==> config.mk <==
export PLATFORM = sky130hd
export DESIGN_NAME = pc_fetch_unit
export DESIGN_NICKNAME = d
export VERILOG_FILES = /design/src/rtl/pc_fetch_unit_pkg.sv /design/src/rtl/pc_fetch_unit_pc_next_mux.sv /design/src/rtl/pc_fetch_unit.sv
export SDC_FILE = /design/constraint.sdc
export NUM_CORES = 1
export LEC_CHECK = 0
export ABC_CLOCK_PERIOD_IN_PS = 1600
export BUFFER_PORTS_ARGS = -buffer_cell sky130_fd_sc_hd__buf_2
export CORE_UTILIZATION = 47
export CTS_BUF_LIST = sky130_fd_sc_hd__clkbuf_8
export DETAILED_ROUTE_END_ITERATION = 10
export PLACE_DENSITY = 0.82
export SYNTH_ARGS = -nofsm -noshare
export SYNTH_HDL_FRONTEND = slang
export SYNTH_SLANG_ARGS = --single-unit
==> constraint.sdc <==
create_clock -name i_clock -period 1.6 [get_ports i_clock]
set_input_delay 0.32 -clock i_clock [delete_from_list [all_inputs] [get_ports i_clock]]
set_output_delay 0.32 -clock i_clock [all_outputs]
set_load 0.05 [all_outputs]
==> src/rtl/pc_fetch_unit_pkg.sv <==
// Shared constants and types for the instruction fetch stage.
// The top and the next-PC selector both import this package.
package pc_fetch_unit_pkg;

    // Default datapath widths.
    localparam int DEFAULT_NB_DATA = 32;
    localparam int DEFAULT_NB_PC   = 12;

    // Opcode that stops fetching once it reaches the IF/ID register.
    localparam logic [5:0] DEFAULT_HALT_OPCODE = 6'b111111;

    // Position of the opcode field inside an instruction word.
    localparam int OPCODE_MSB = 31;
    localparam int OPCODE_LSB = 26;

    // All-zero word inserted into IF/ID when a redirect flushes the stage.
    localparam logic [31:0] NOP_WORD = 32'h0000_0000;

    // Fetch control states. HALTED is left only through reset.
    typedef enum logic {
        ST_RUN    = 1'b0,
        ST_HALTED = 1'b1
    } fetch_state_e;

    // True when the opcode field of a word matches the halt opcode.
    function automatic logic is_halt_word(input logic [31:0] word,
                                          input logic [5:0]  halt_opcode);
        return (word[OPCODE_MSB:OPCODE_LSB] == halt_opcode);
    endfunction

endpackage

==> src/rtl/pc_fetch_unit_pc_next_mux.sv <==
// Combinational next-PC selector for the fetch stage.
// Resolves the per-cycle priority between hold conditions, redirects,
// stall and sequential advance. It also reports which action was taken,
// so the top can update IF/ID and the FSM consistently.
module pc_next_mux
    import pc_fetch_unit_pkg::*;
#(
    parameter int NB_PC = DEFAULT_NB_PC
) (
    input  logic [NB_PC-1:0] i_pc,
    input  logic             i_halted,
    input  logic             i_enable,
    input  logic             i_stall,
    input  logic             i_branch_taken,
    input  logic [NB_PC-1:0] i_branch_target,
    input  logic             i_jump,
    input  logic [NB_PC-1:0] i_jump_target,
    output logic [NB_PC-1:0] o_pc_next,
    output logic [NB_PC-1:0] o_pc_plus4,
    output logic             o_redirect,
    output logic             o_advance
);

    logic [NB_PC-1:0] branch_aligned;
    logic [NB_PC-1:0] jump_aligned;

    // Word-align the redirect targets so the PC low bits stay zero.
    always_comb begin
        branch_aligned = {i_branch_target[NB_PC-1:2], 2'b00};
        jump_aligned   = {i_jump_target[NB_PC-1:2], 2'b00};
    end

    // Priority select: halted/disabled hold, then branch, jump, stall, sequential.
    always_comb begin
        o_pc_plus4 = i_pc + NB_PC'(4);
        o_pc_next  = i_pc;
        o_redirect = 1'b0;
        o_advance  = 1'b0;
        if (!i_halted && i_enable) begin
            if (i_branch_taken) begin
                o_pc_next  = branch_aligned;
                o_redirect = 1'b1;
            end else if (i_jump) begin
                o_pc_next  = jump_aligned;
                o_redirect = 1'b1;
            end else if (!i_stall) begin
                o_pc_next  = o_pc_plus4;
                o_advance  = 1'b1;
            end
        end
    end

endmodule

==> src/rtl/pc_fetch_unit.sv <==
// Instruction fetch stage: program counter, IF/ID pipeline register and
// the RUN/HALTED control FSM. Next-PC selection lives in pc_next_mux.
// Instruction memory answers on the falling edge, so i_instruction is the
// word at o_pc by the next rising edge.
module pc_fetch_unit
    import pc_fetch_unit_pkg::*;
#(
    parameter int         NB_DATA     = DEFAULT_NB_DATA,
    parameter int         NB_PC       = DEFAULT_NB_PC,
    parameter logic [5:0] HALT_OPCODE = DEFAULT_HALT_OPCODE
) (
    input  logic               i_clock,
    input  logic               i_reset,
    input  logic               i_enable,
    input  logic               i_stall,
    input  logic               i_branch_taken,
    input  logic [NB_PC-1:0]   i_branch_target,
    input  logic               i_jump,
    input  logic [NB_PC-1:0]   i_jump_target,
    input  logic [NB_DATA-1:0] i_instruction,
    output logic [NB_PC-1:0]   o_pc,
    output logic [NB_DATA-1:0] o_if_id_instr,
    output logic [NB_PC-1:0]   o_if_id_pc_plus4,
    output logic               o_halted
);

    fetch_state_e      state_q, state_d;
    logic              halted_q, halted_d;
    logic [NB_PC-1:0]  pc_q, pc_d;
    logic [NB_DATA-1:0] if_id_instr_q, if_id_instr_d;
    logic [NB_PC-1:0]  if_id_pc_plus4_q, if_id_pc_plus4_d;

    logic [NB_PC-1:0]  pc_next;
    logic [NB_PC-1:0]  pc_plus4;
    logic              redirect;
    logic              advance;
    logic              fetched_halt;

    pc_next_mux #(
        .NB_PC (NB_PC)
    ) u_pc_next_mux (
        .i_pc            (pc_q),
        .i_halted        (state_q == ST_HALTED),
        .i_enable        (i_enable),
        .i_stall         (i_stall),
        .i_branch_taken  (i_branch_taken),
        .i_branch_target (i_branch_target),
        .i_jump          (i_jump),
        .i_jump_target   (i_jump_target),
        .o_pc_next       (pc_next),
        .o_pc_plus4      (pc_plus4),
        .o_redirect      (redirect),
        .o_advance       (advance)
    );

    // Detect a halt opcode in the word being fetched this cycle.
    always_comb begin
        fetched_halt = is_halt_word(i_instruction[31:0], HALT_OPCODE);
    end

    // Next values for PC, IF/ID and FSM; redirects flush, advances capture,
    // and a halt word only takes effect when it is actually captured.
    always_comb begin
        pc_d             = pc_next;
        if_id_instr_d    = if_id_instr_q;
        if_id_pc_plus4_d = if_id_pc_plus4_q;
        state_d          = state_q;
        if (redirect) begin
            if_id_instr_d    = NB_DATA'(NOP_WORD);
            if_id_pc_plus4_d = '0;
        end else if (advance) begin
            if_id_instr_d    = i_instruction;
            if_id_pc_plus4_d = pc_plus4;
            if (fetched_halt) begin
                state_d = ST_HALTED;
            end
        end
        halted_d = (state_d == ST_HALTED);
    end

    // All fetch state, with synchronous active-low reset overriding everything.
    always_ff @(posedge i_clock) begin
        if (!i_reset) begin
            state_q          <= ST_RUN;
            halted_q         <= 1'b0;
            pc_q             <= '0;
            if_id_instr_q    <= '0;
            if_id_pc_plus4_q <= '0;
        end else begin
            state_q          <= state_d;
            halted_q         <= halted_d;
            pc_q             <= pc_d;
            if_id_instr_q    <= if_id_instr_d;
            if_id_pc_plus4_q <= if_id_pc_plus4_d;
        end
    end

    // Outputs come straight from the registers.
    always_comb begin
        o_pc             = pc_q;
        o_if_id_instr    = if_id_instr_q;
        o_if_id_pc_plus4 = if_id_pc_plus4_q;
        o_halted         = halted_q;
    end

endmodule

==> out/results.env <==
CELLPOWERDENSITY_nW_PER_UM2=852
FINISH.UTILIZATION_PCT=63.8
MULTIINPUTGATEAREA_UM2=1150
PATH_MAX_FANOUT=8
HP-CLASS='in -> reg'
LAYOUT.AREA.SEQ_UM2=1070
HOLDWS_PS=239
FINAL-HOLD-VIOLATION-COUNT=0
PEAKVDDDROP_V=0.000422
GRT_MOST_USED_LAYER='met2'
END_KIND='flip-flop'
FINAL.SETUP.WORST_SLACK_PS=80.2
POWER_LEAKAGE_nW=1.31
FILL_CELLS=461
FINAL.SETUP.TNS_PS=0
WORSTPATHREQUIRED_PS=1830
ANT_DIODES=0
MOST_COMMON_LIBRARY_CELL_IN_THE_LAYOUT_IGNORING_FILL_AND_TAPS='sky130_fd_sc_hd__buf_2'
CORE_REGION_AREA_UM2=4750
SYN_AREA_UM2=2330
REMAINING_DRC_ERRORS=0
ROUTEDWLPERCELL_UM=13.4
DPL_WORST_SLACK_PS=-108
SYNTH_EDF_COUNT=0
TIMING.CRITICAL_PATH.ARRIVAL_PS=1750
WORST_SETUP_PATH_START_KIND='flip-flop'
CTS-BUFFERS-INSERTED=5
DRT-TOTAL-WL_MM=6.22
HPWL_MM=4.27
DIE_W_UM=72.4
POWER.CLOCK.FRACTION_PCT=28.6
CTS_TREE='yes'
FF2FF_SETUP_SLACK_PS=80
PLACE_CONGESTION=0.800
FLOORPLAN.DIE.HEIGHT_UM=72.4
PLACED_CELLS=454
HOLDCRITSTARTPOINT='i_instruction[0]'
SYNTH-WARNING-COUNT=0
GRT_PASS1_WL_MM=9.60
BUFFER_PORTS.INSERTED=110
GLOBALROUTEMET3UTIL_PCT=5.83
CLOCK_TREE.BUFFER_DEPTH=2
SWITCHINGPOWER_mW=0.777
LAYOUT_AREA_OVERHEAD_PCT=30.2
P_INT_mW=1.81
USE_MET2_PCT=38.7
HOLD_CRITICAL_PATH_ENDPOINT='o_if_id_instr[0]$_SDFFE_PP0P_'
FIN_NETS=458
CELLS_AFTER_SYNTH=288
GRTUSAGEMET1_PCT=29.9
MAX_SLEW.WORST_PIN.SLEW_PS=657
GRT_START_MAX_NET_PINS=36
LAYOUT_COMMON_CELLS='sky130_fd_sc_hd__buf_2, sky130_fd_sc_hd__nand2_1, sky130_fd_sc_hd__dfxtp_1, sky130_fd_sc_hd__a21oi_1, sky130_fd_sc_hd__nor2_1'
DRT_INITIAL_VIOLATIONS=108
R2R_CELLS=5
ROW_COUNT=25
CLOCK_SLEW_SEEN_BY_THE_REGISTERS_OF_THE_WORST_SETUP_AND_HOLD_PATHS_PS=100
NUMBER_OF_SYNTHESIZED_REGISTER_BITS=53
GRT-OVFL-TOTAL=0
WORST_SLEW_MARGIN_REL_PCT=56.1
FINAL_ANTENNA_NET_COUNT=0
MAX_FREQ_MHz=658
P_COMB_SHARE_PCT=17.7
CTS_SETUP_BUFFERS=0
ANTENNA_FOUND_INITIAL=0
GRT_USAGE_PCT=23.2
R2R-END='o_pc[6]$_SDFFE_PN0P_'
CLOCK_SINK_COUNT=53
FINAL_CELLS=463
LIBRARY_CELLS_USED_BY_SYNTHESIS=46
DOMINANTREGCELLSYNTH='sky130_fd_sc_hd__dfxtp_1'
INITIAL_CORE_UTIL_PCT=49.0
OUTCOME='complete, no violations'
FINAL.SETUP_SKEW_PS=8.22
CRITICAL_PATH_CLASS='reg -> reg'
VIAS=2426
SEQ_POWER_SHARE_PCT=53.7
P_SW_SHARE_PCT=30.1
GRT_SETUP_UNREPAIRED='false'
CLKLATENCYLATEPIN_PS=300
RR_STARTPOINT='o_pc[2]$_SDFFE_PN0P_'
FINAL_PERIOD_MINUS_WORST_SETUP_SLACK_PS=1520
DRV_CAP=0
TIMING.FINAL.SETUP_VIOLATIONS=0
FRACTION_OF_THE_YOSYS_AREA_TAKEN_BY_SEQUENTIAL_CELLS_PCT=45.5
DRT_FIRST_PASS_ITERS=4
SYNTH.AVG_CELL_AREA_UM2=8.09
CTSHTREEMAXLEVEL=2
DIEAREA_UM2=5240
FINAL.PERIOD_UTILIZATION_PCT=95.0
CLK_ROOT_BUFFER_CELL='sky130_fd_sc_hd__clkbuf_8'
DRIVE_GT1_SHARE_PCT=35.4
DEPTH_OF_THE_WORST_HOLD_TIMING_PATH=3
IO-PIN-COUNT=119
GRT_PASS1_VIAS=2093
MAXSLEWVIOLCOUNT=0
AVGVIACOUNTPERCELL=5.24
SYNTH_ASYNC_SR_FLOP_SHARE_PCT=0
CTS_HOLD_REPAIR.BUFFERS=0
registers in the layout, indices dropped and copies added (netlist names):
name              cells
o_if_id_instr        32
o_if_id_pc_plus4     10
o_pc                 10
o_halted              1
worst max path at each step:
stage / start / to / slack (ps) / cells past startpoint
6_report: o_pc[2]$_SDFFE_PN0P_ / o_pc[6]$_SDFFE_PN0P_ / 80 / 5
2_1_floorplan: o_pc[9]$_SDFFE_PN0P_ / o_pc[11]$_SDFFE_PN0P_ / 20 / 4
4_1_cts: o_halted$_SDFFE_PN0P_ / o_if_id_pc_plus4[7]$_SDFFE_PP0P_ / 60 / 3
5_1_grt: o_halted$_SDFFE_PN0P_ / o_if_id_instr[2]$_SDFFE_PP0P_ / 20 / 5
3_3_place_gp: i_branch_taken / o_if_id_pc_plus4[5]$_SDFFE_PP0P_ / -40 / 4
3_5_place_dp: i_branch_taken / o_if_id_instr[27]$_SDFFE_PP0P_ / -110 / 4
worst max-delay path, stage by stage, from the launching register on:
cell                      delay (ps)
sky130_fd_sc_hd__dfxtp_2         400
sky130_fd_sc_hd__ha_1            270
sky130_fd_sc_hd__nand3_1         110
sky130_fd_sc_hd__xor2_1          190
sky130_fd_sc_hd__a211o_1         300
sky130_fd_sc_hd__a31oi_1         160
power by group through the flow:
stage	clock network [mW]	registers [mW]	logic, mW
after floorplan	0	1.52	0.192
after global placement	0	1.42	0.437
after detailed placement	0	1.42	0.443
after CTS	0.751	1.39	0.451
after global routing	0.802	1.39	0.490
final	0.739	1.39	0.456
metal layers:
layer | up-vias | routed length (µm)
met5 | - | 0
met4 | 0 | 49
met3 | 6 | 460
met2 | 103 | 2900
met1 | 1118 | 2810
li1 | 1199 | -
area by class of cell:
cell class	instances	area share [%]
well taps	67	2.76
clock buffers	5	2.27
flip-flops and latches	53	35.3
repair buffers	119	20.8
clock inverters	3	0.578
multi-input cells	213	37.9
inverters	3	0.371
cell usage after synthesis (all sizes together), types with 2 or more instances:
library cell	count	area (µm²)
a211o	2	17.5
a211oi	10	75.1
a21oi	42	210
a222oi	2	20.0
a31oi	2	12.5
and3	2	12.5
buf	17	124
clkbuf	6	22.5
dfxtp	53	1060
inv	3	11.3
nand2	80	300
nand2b	3	26.3
nand3	6	30.0
nor2	12	45.0
nor2b	3	18.8
nor3	3	20.0
nor4	2	27.5
o21ai	10	50.0
o22ai	3	18.8
o31a	2	17.5
xnor2	3	26.3
xor2	4	35.0
kinds of logic after synthesis:
| family | Yosys count | synth area share (%) |
|---|---|---|
| AND/OR/NAND/NOR | 115 | 21.9 |
| AO/OA/AOI/OAI | 84 | 22.1 |
| flip-flops | 53 | 45.5 |
| buffers and inverters | 26 | 6.77 |
| XOR/XNOR | 7 | 2.63 |
| adder cells (fa/ha/maj) | 1 | 0.537 |
| other | 1 | 0.161 |
| multiplexers | 1 | 0.430 |
timing repair:
action,CTS,global route
setup endpoints to repair,2,21
gates cloned,1,0
gates resized for setup,0,1
hold endpoints to repair,0,0
pin swaps,1,0
stage by stage:
step	power [mW]	area (µm²)
6_report	2.58	3030
5_1_grt	2.69	3030
4_1_cts	2.59	3030
3_5_place_dp	1.86	2930
3_3_place_gp	1.85	2930
2_1_floorplan	1.71	2350
Note: power is estimated with default switching activity, not from simulation.
